$ cat src/rtl/pipe_pkg.sv
// Shared types for pipeline-stage latches: stage state encoding and occupancy decode.
package pipe_pkg;

    localparam int unsigned PIPE_OCC_W = 2;

    typedef enum logic [1:0] {
        ST_EMPTY = 2'd0,
        ST_HALF  = 2'd1,
        ST_FULL  = 2'd2
    } pipe_state_t;

    // Illegal encoding reports as empty, matching where the stage recovers to.
    function automatic logic [PIPE_OCC_W-1:0] occ_of(input pipe_state_t st);
        logic [PIPE_OCC_W-1:0] occ;
        case (st)
            ST_HALF: occ = 2'd1;
            ST_FULL: occ = 2'd2;
            default: occ = 2'd0;
        endcase
        return occ;
    endfunction

endpackage

$ cat src/rtl/pipe_stage_skid_if.sv
// Valid/ready handshake bundle between two pipeline stages (upstream and downstream sides).
interface pipe_stage_skid_if #(
    parameter int unsigned W = 32
);
    logic         in_valid;
    logic         in_ready;
    logic [W-1:0] in_data;
    logic         out_valid;
    logic         out_ready;
    logic [W-1:0] out_data;

    // master: the environment driving the stage; slave: the stage itself
    modport master (
        output in_valid, in_data, out_ready,
        input  in_ready, out_valid, out_data
    );

    modport slave (
        input  in_valid, in_data, out_ready,
        output in_ready, out_valid, out_data
    );
endinterface

$ cat src/rtl/pipe_sat_counter.sv
// Saturating up-counter for stall/hazard profiling; cleared only by reset.
module pipe_sat_counter #(
    parameter int unsigned CNT_W = 16
) (
    input  logic             clk,
    input  logic             rst_n,
    input  logic             inc,
    output logic [CNT_W-1:0] cnt
);

    logic [CNT_W-1:0] cnt_q, cnt_d;

    always_comb begin
        cnt_d = cnt_q;
        if (inc && (cnt_q != {CNT_W{1'b1}})) begin
            cnt_d = cnt_q + 1'b1;
        end
    end

    always_ff @(posedge clk or negedge rst_n) begin
        if (!rst_n) begin
            cnt_q <= '0;
        end else begin
            cnt_q <= cnt_d;
        end
    end

    assign cnt = cnt_q;

endmodule

$ cat src/rtl/pipe_stage_skid.sv
// Inter-stage latch with valid/ready handshake and a 2-entry skid buffer; all outputs from flops.
module pipe_stage_skid
    import pipe_pkg::*;
#(
    parameter int unsigned W             = 32,
    parameter bit          ZERO_ON_FLUSH = 1'b1,
    parameter int unsigned CNT_W         = 16
) (
    input  logic                  clk,
    input  logic                  rst_n,
    input  logic                  clr,
    pipe_stage_skid_if.slave      bus,
    output logic [PIPE_OCC_W-1:0] occupancy,
    output logic [CNT_W-1:0]      stall_cnt
);

    pipe_state_t  state_q, state_d;
    logic [W-1:0] main_q, main_d;
    logic [W-1:0] skid_q, skid_d;
    logic         in_ready_w;
    logic         out_valid_w;
    logic         acc;
    logic         dlv;

    // ST_FULL and the illegal code both have bit 1 set, so neither accepts
    assign in_ready_w  = ~state_q[1];
    assign out_valid_w = state_q[1] ^ state_q[0];
    assign acc         = bus.in_valid & in_ready_w;
    assign dlv         = out_valid_w & bus.out_ready;

    always_comb begin
        state_d = state_q;
        main_d  = main_q;
        skid_d  = skid_q;
        if (clr) begin
            state_d = ST_EMPTY;
            if (ZERO_ON_FLUSH) begin
                main_d = '0;
                skid_d = '0;
            end
        end else begin
            case (state_q)
                ST_EMPTY: begin
                    if (acc) begin
                        main_d  = bus.in_data;
                        state_d = ST_HALF;
                    end
                end
                ST_HALF: begin
                    if (acc && dlv) begin
                        main_d = bus.in_data;
                    end else if (acc) begin
                        skid_d  = bus.in_data;
                        state_d = ST_FULL;
                    end else if (dlv) begin
                        state_d = ST_EMPTY;
                    end
                end
                ST_FULL: begin
                    if (dlv) begin
                        main_d  = skid_q;
                        state_d = ST_HALF;
                    end
                end
                default: state_d = ST_EMPTY;
            endcase
        end
    end

    always_ff @(posedge clk or negedge rst_n) begin
        if (!rst_n) begin
            state_q <= ST_EMPTY;
            main_q  <= '0;
            skid_q  <= '0;
        end else begin
            state_q <= state_d;
            main_q  <= main_d;
            skid_q  <= skid_d;
        end
    end

    assign bus.in_ready  = in_ready_w;
    assign bus.out_valid = out_valid_w;
    assign bus.out_data  = main_q;
    assign occupancy     = occ_of(state_q);

    pipe_sat_counter #(
        .CNT_W (CNT_W)
    ) u_stall_cnt (
        .clk   (clk),
        .rst_n (rst_n),
        .inc   (out_valid_w & ~bus.out_ready),
        .cnt   (stall_cnt)
    );

endmodule

$ cat src/flat_wrapper.sv
// flat-port wrapper written by rule: the top's interface ports become plain ports
module pipe_stage_skid_flat import pipe_pkg::*;
#(
    parameter int unsigned W             = 32,
    parameter bit          ZERO_ON_FLUSH = 1'b1,
    parameter int unsigned CNT_W         = 16
)
  (clk, rst_n, clr, occupancy, stall_cnt, bus_in_valid, bus_in_data, bus_out_ready, bus_in_ready, bus_out_valid, bus_out_data);
  pipe_stage_skid_if #(.W(W)) bus_i ();
  input  logic clk;
  input  logic rst_n;
  input  logic clr;
  output logic [PIPE_OCC_W-1:0] occupancy;
  output logic [CNT_W-1:0] stall_cnt;
  input wire logic [$bits(bus_i.in_valid)-1:0] bus_in_valid;
  input wire logic [$bits(bus_i.in_data)-1:0] bus_in_data;
  input wire logic [$bits(bus_i.out_ready)-1:0] bus_out_ready;
  output wire logic [$bits(bus_i.in_ready)-1:0] bus_in_ready;
  output wire logic [$bits(bus_i.out_valid)-1:0] bus_out_valid;
  output wire logic [$bits(bus_i.out_data)-1:0] bus_out_data;
  assign bus_i.in_valid = bus_in_valid;
  assign bus_i.in_data = bus_in_data;
  assign bus_i.out_ready = bus_out_ready;
  assign bus_in_ready = bus_i.in_ready;
  assign bus_out_valid = bus_i.out_valid;
  assign bus_out_data = bus_i.out_data;
  pipe_stage_skid #(.W(W), .ZERO_ON_FLUSH(ZERO_ON_FLUSH), .CNT_W(CNT_W)) u_core (.clk(clk), .rst_n(rst_n), .clr(clr), .bus(bus_i), .occupancy(occupancy), .stall_cnt(stall_cnt));
endmodule
$ cat config.mk
export PLATFORM = sky130hd
export DESIGN_NAME = pipe_stage_skid_flat
export DESIGN_NICKNAME = d
export VERILOG_FILES = /design/src/rtl/pipe_pkg.sv /design/src/rtl/pipe_stage_skid_if.sv /design/src/rtl/pipe_sat_counter.sv /design/src/rtl/pipe_stage_skid.sv /design/src/flat_wrapper.sv
export SDC_FILE = /design/constraint.sdc
export NUM_CORES = 1
export LEC_CHECK = 0
export CAP_MARGIN = 20
export CORE_UTILIZATION = 31
export CTS_CLUSTER_SIZE = 16
export DETAILED_ROUTE_END_ITERATION = 8
export PLACE_DENSITY = 0.63
export SLEW_MARGIN = 40
export SYNTH_ARGS = -nofsm -noshare
export SYNTH_HDL_FRONTEND = slang
export SYNTH_HIERARCHICAL = 1
export SYNTH_SLANG_ARGS = --single-unit
export TNS_END_PERCENT = 10
$ cat constraint.sdc
create_clock -name clk -period 2.25 [get_ports clk]
set_clock_uncertainty 0.2 [all_clocks]
set_input_delay 0.45 -clock clk [delete_from_list [all_inputs] [get_ports clk]]
set_output_delay 0.45 -clock clk [all_outputs]
set_load 0.05 [all_outputs]
# Word-level counts from Yosys, hierarchy flattened
# Cells that the tools add are included.
[classes] addsub=1 eq_ne=9 n_mux=16 bitwise_logic=6 n_reduce_logical=9
[op_table] op="$mux 32" count=7
[op_table] op="$pmux 32 s3" count=1
[op_table] op="$add 16x1->16 const B" count=1
[op_table] op="$ne 16x16->1 const B" count=1
[op_table] op="$mux 2" count=6
[op_table] op="$ne 3x2->1 const B" count=3
[op_table] op="$reduce_and 4->1" count=2
[op_table] op="$pmux 2 s3" count=1
[op_table] op="$ne 4x2->1 const B" count=1
[op_table] op="$pmux 2 s2" count=1
[op_table] op="$reduce_bool 2->1" count=2
[op_table] op="$reduce_bool 4->1" count=1
[op_table] op="$and 1x1->1" count=3
[op_table] op="$ne 3x3->1 const B" count=1
[op_table] op="$reduce_and 3->1" count=1
[op_table] op="$eq 2x1->1 const B" count=1
[op_table] op="$eq 2x2->1 const B" count=1
[op_table] op="$logic_and 1x1->1" count=2
[op_table] op="$logic_not 2->1" count=1
[op_table] op="$ne 2x2->1 const B" count=1
[op_table] op="$not 1->1" count=2
[op_table] op="$xor 1x1->1" count=1
[totals] register_bits=82 out_inout_bits=52 wordCells=45

# Logic depth before layout (Yosys ltp)
# Gate-level depths: netlist (run 1).
[logic_depth] depth_word=7 depth_mapped=8

# By module
# The synthesis (run 1) kept the hierarchy.
[modules_own_cells] mod="pipe_stage_skid" n_inst=1 cells_per_inst=344 area_per_inst_um2=3515.9
[modules_own_cells] mod="pipe_sat_counter" n_inst=1 cells_per_inst=72 area_per_inst_um2=859.6

# Worst setup path after synthesis (run 1)
# No wires, ideal clock.
[synth_timing] kind="reg2reg" startpoint="reg u_core.state_q[1]" endpoint="reg u_core.u_stall_cnt.cnt_q[5] (netlist: u_core/u_stall_cnt/cnt[5])" setup_ns=0.119 arrival_ns=2.430 t_required_ns=1.931 path_slack_ns=-0.499 path_stages_with_launch=8 path_buffers=0 period_less_slack_ns=2.749 cell_sequence="dfrtp_1 > inv_1 > ha_1 > nor2b_1 > and3_1 > and4_2 > o211ai_1 > o21a_1"
[synth_via] elab_chain_cells=3
[synth_lines] element="start: declaration" line="pipe_stage_skid.sv:17" source="pipe_state_t state_q, state_d;"
[synth_lines] element="start signal: assignment" line="pipe_stage_skid.sv:76" source="state_q <= state_d;"
[synth_lines] element="$xor 1x1->1" line="pipe_stage_skid.sv:27" source="assign out_valid_w = state_q[1] ^ state_q[0];"
[synth_lines] element="via bus_out_valid" line="flat_wrapper.sv:19" source="output wire logic [$bits(bus_i.out_valid)-1:0] bus_out_valid;"
[synth_lines] element="$and 1x1->1" line="pipe_stage_skid.sv:92" source=".inc (out_valid_w & ~bus.out_ready),"
[synth_lines] element="$logic_and 1x1->1" line="pipe_sat_counter.sv:15" source="if (inc && (cnt_q != {CNT_W{1'b1}})) begin"
[synth_lines] element="end signal: assignment" line="pipe_sat_counter.sv:24" source="cnt_q <= cnt_d;"
[synth_lines] element="end: declaration" line="pipe_sat_counter.sv:11" source="logic [CNT_W-1:0] cnt_q, cnt_d;"
# The timed path passes the listed nets, and every way through them passes these cells.
# A chain may end at the register's enable or synchronous reset.

# Worst setup path in the final report (run 1)
[layout_timing] startpoint="reg u_core.main_q[9] (netlist: u_core/bus.out_data[9])" endpoint="out bus_out_data[9]"
[layout_lines] element="start: declaration" line="pipe_stage_skid.sv:18" source="logic [W-1:0] main_q, main_d;"
[layout_lines] element="start signal: assignment" line="pipe_stage_skid.sv:77" source="main_q <= main_d;"
[layout_lines] element="end: declaration" line="flat_wrapper.sv:20" source="output wire logic [$bits(bus_i.out_data)-1:0] bus_out_data;"
# No word-level cell between the ends.

==> results of run 1 <==
==> metal layers <==
layer | GRT usage (%) | up-vias
li1 | - | 1593
met1 | 19.0 | 1609
met2 | 24.2 | 68
met3 | 3.11 | 9
met4 | 5.32 | 0
met5 | 0 | -
==> worst max path at each step <==
stage                            endpoint  slack [ns]  depth (start not counted)
2_1_floorplan  u_core/u_stall_cnt/cnt[15]       -0.18                          7
3_3_place_gp      u_core/bus.out_data[17]       -0.03                          6
3_5_place_dp      u_core/bus.out_data[16]       -0.06                          6
4_1_cts                      stall_cnt[7]       0.004                          1
5_1_grt                      occupancy[1]       0.004                          4
6_report                  bus_out_data[9]        0.06                          1
==> state kept, by name (all words and copies together) (netlist names) <==
| signal | cells |
|---|---|
| u_core/state_q | 2 |
| u_core/u_stall_cnt/cnt | 16 |
| u_core/skid_q | 32 |
| u_core/bus.out_data | 32 |
==> cell type report <==
cell class                      count  area, um2  area share, %
Timing Repair Buffer              106       1100           18.6
Inverter                            2       11.3          0.190
Sequential cell                    82       2050           34.6
Clock buffer                       10        239           4.03
Multi-Input combinational cell    307       2220           37.5
Clock inverter                      5       78.8           1.33
Tap cell                          180        225           3.80
==> timing repair <==
action / in CTS / in global routing
gates resized for setup: 2 / 3
hold buffers: 1 / 0
setup endpoints to repair: 2 / 3
endpoints found under the hold margin: 27 / 0
==> cells by family after synthesis <==
logic type	after synthesis
XOR/XNOR	7
AND/OR/NAND/NOR	177
flip-flops	82
AO/OA/AOI/OAI	52
buffers and inverters	27
multiplexers	66
adder cells (fa/ha/maj)	5
==> layout by cell type, fill, tap and decap left out, types with 2 or more instances in the layout <==
cell	count
dlymetal6s2s_1	2
nor2b_1	32
ha_4	2
mux2_4	30
nand3_1	7
xor2_1	2
bufinv_16	2
dfrtp_1	81
a21oi_1	37
nand4_1	8
xnor2_1	5
clkinv_2	2
buf_4	27
buf_12	10
clkdlybuf4s50_1	64
o21a_1	5
mux2i_1	32
mux2_2	3
nand3_4	2
and4_4	2
a31oi_1	3
o21ai_0	2
nand2_1	70
ha_1	2
nor4_4	2
nor2_1	39
clkbuf_16	9
==> stage by stage <==
stage | setup TNS, ns | setup WS, ns | std cells
final | 0 | 0.0640 | 692
after global routing | 0 | 0.00397 | 692
after global placement | -0.329 | -0.0285 | 676
after CTS | 0 | 0.00351 | 692
after floorplan | -6.16 | -0.181 | 416
after detailed placement | -1.28 | -0.0607 | 676
==> power groups by stage <==
stage                     registers [mW]  logic (mW)  clock network (mW)
final                               1.97        3.13                1.58
after floorplan                     2.65        1.50                   0
after global placement              1.98        3.12                   0
after global routing                2.00        3.32                1.70
after CTS                           1.97        3.17                1.63
after detailed placement            1.99        3.16                   0
==> results.sh, run 1 <==
export IMPL_outcome="finished clean"
export IMPL_setup_viol=0
export IMPL_hpwlAfterDp_um=6880
export IMPL_holdPathEnd="u_core/u_stall_cnt/cnt[15]"
export IMPL_wl_met2_um=4860
export IMPL_yosys_cell_types_count=43
export IMPL_seq_area_frac_synth_pct=46.9
export IMPL_die_w_um=121
export IMPL_cts_max_level=3
export IMPL_report_final_slew_viol_count=0
export IMPL_hold_path_depth=1
export IMPL_required_ns=1.60
export IMPL_clkSinkCount=82
export IMPL_crit_path_max_fanout=2
export IMPL_period_share_pct=97.2
export IMPL_crit_chain="clkdlybuf4s50_1"
export IMPL_arrival_ns=1.54
export IMPL_synth_xor_area_share_pct=1.40
export IMPL_highest_layer="met4"
export IMPL_initial_core_util_pct=31.6
export IMPL_num_io_pins=89
export IMPL_rr_startpoint="u_core/state_q[1]"
export IMPL_yosysTopAreaCell="dfrtp_1"
export IMPL_p_int_mw=4.14
export IMPL_syn_nets=458
export IMPL_p_sw_mw=2.54
export IMPL_synth_compound_area_share_pct=7.12
export IMPL_max_freq_mhz=457
export IMPL_path_buf_inv=1
export IMPL_netlist_top_cells_count="dfrtp_1, nand2_1, nor2_1, a21oi_1, nor2b_1"
export IMPL_synth_edf_count=0
export IMPL_r2r_slack_ns=0.17
export IMPL_hp_start="u_core/u_stall_cnt/cnt[15]"
export IMPL_synth_top_cell_area_share_pct=46.9
export IMPL_clkTransAtPathRegs_ns=0.06
export IMPL_postCtsSetupBuffers=0
export IMPL_fin_util_pct=42.9
export IMPL_clock_power_share_pct=23.6
export IMPL_reg2reg_to="u_core/u_stall_cnt/cnt[15]"
export IMPL_p_comb_share_pct=46.9
export IMPL_die_area_um2=14600
export IMPL_cp_start_kind="flop"
export IMPL_ant_nets=0
export IMPL_rows=43
export IMPL_finalWeightedCongestion=0.755
export IMPL_netSwitchingFraction_pct=38.0
export IMPL_final_hold_viol_count=0
export IMPL_power_mw=6.68
export IMPL_final_layout_size_suffix_gt1_share_pct=21.3
export IMPL_synth_top_family_by_area="simple AND/OR/NAND/NOR gates"
export IMPL_whs_ns=0.320
export IMPL_syn_area_per_cell_um2=10.5
export IMPL_crit_start="u_core/bus.out_data[9]"
export IMPL_finalCriticalPeriod_ns=2.19
export IMPL_drc=0
export IMPL_rsz0062_at_grt="false"
export IMPL_wl_met1_um=4610
export IMPL_path_delay_family="buffers and inverters"
export IMPL_p_per_area_nw_per_um2=1130
export IMPL_fillerInstances=1288
export IMPL_grt_pass1_wl_um=16600
export IMPL_synth_seq_cells=82
export IMPL_max_clock_path_buffers=2
export IMPL_routed_via_density=4.74
export IMPL_grt_ovfl_total=0
export IMPL_synth_area_um2=4380
export IMPL_ys_warn_count=6
export IMPL_die_y_um=121
export IMPL_fin_area_um2=5930
export IMPL_yosys_area_share_simple_pct=21.1
export IMPL_fp_coreArea_um2=13800
export IMPL_grt_usage_pct=14.7
export IMPL_synth_fa_ha_area_share_pct=1.43
export IMPL_first_pass_iters=4
export IMPL_crit_path_max_incr_delay_ns=0.82
export IMPL_path_class="reg -> out"
export IMPL_critical_path_slowest_cell="clkdlybuf4s50_1"
export IMPL_areaGrowthSynthToFinish_pct=35.6
export IMPL_wl_met3_um=412
export IMPL_yosysMostFrequentCell="dfrtp_1"
export IMPL_dr_first_iter_drc_count=132
export IMPL_synthMuxAreaShare_pct=18.6
export IMPL_vias=3279
export IMPL_wirelength_um=10000
export IMPL_num_antenna_cells=0
export IMPL_r2r_cells=7
export IMPL_dpl_instance_area_um2=5590
export IMPL_ctsRootBufferMaster="clkbuf_16"
export IMPL_grt_pass1_vias=3288
export IMPL_hp_class="reg -> reg"
export IMPL_grt_start_max_net_pins=100
export IMPL_power_leakage_nw=2.58
export IMPL_endpoint_kind="primary output"
export IMPL_nNetsFinal=550
export IMPL_worstMarginPinSlew_ns=0.536
export IMPL_cts_made_buffers=9
export IMPL_io_buffer_count=88
export IMPL_ys_flop_type="dfrtp_1"
export IMPL_async_reset_ff_share_pct=100
export IMPL_maxCapViolations=0
export IMPL_synth_area_leaders="dfrtp_1, mux2_4, mux2i_1"
export IMPL_avgRoutedWirePerCell_um=14.4
export IMPL_antenna_found_initial=0
export IMPL_clock_latency_ns=0.34
export IMPL_synth_cells=416
export IMPL_slew_headroom_pct=64.2
export IMPL_peakVddDrop_mv=0.495
export IMPL_cts_tree="yes"
export IMPL_pwr_share_seq_pct=29.4
(Power assumes the default switching activity.)
==> run 2: changes to the inputs <==
--- a/config.mk
+++ b/config.mk
@@ -5,7 +5,7 @@
 export SDC_FILE = /design/constraint.sdc
 export NUM_CORES = 1
 export LEC_CHECK = 0
-export CAP_MARGIN = 20
+export CAP_MARGIN = 25
 export CORE_UTILIZATION = 31
 export CTS_CLUSTER_SIZE = 16
 export DETAILED_ROUTE_END_ITERATION = 8
==> results of run 2 <==
Final layout, timing and power as in run 1 (identical DEF).
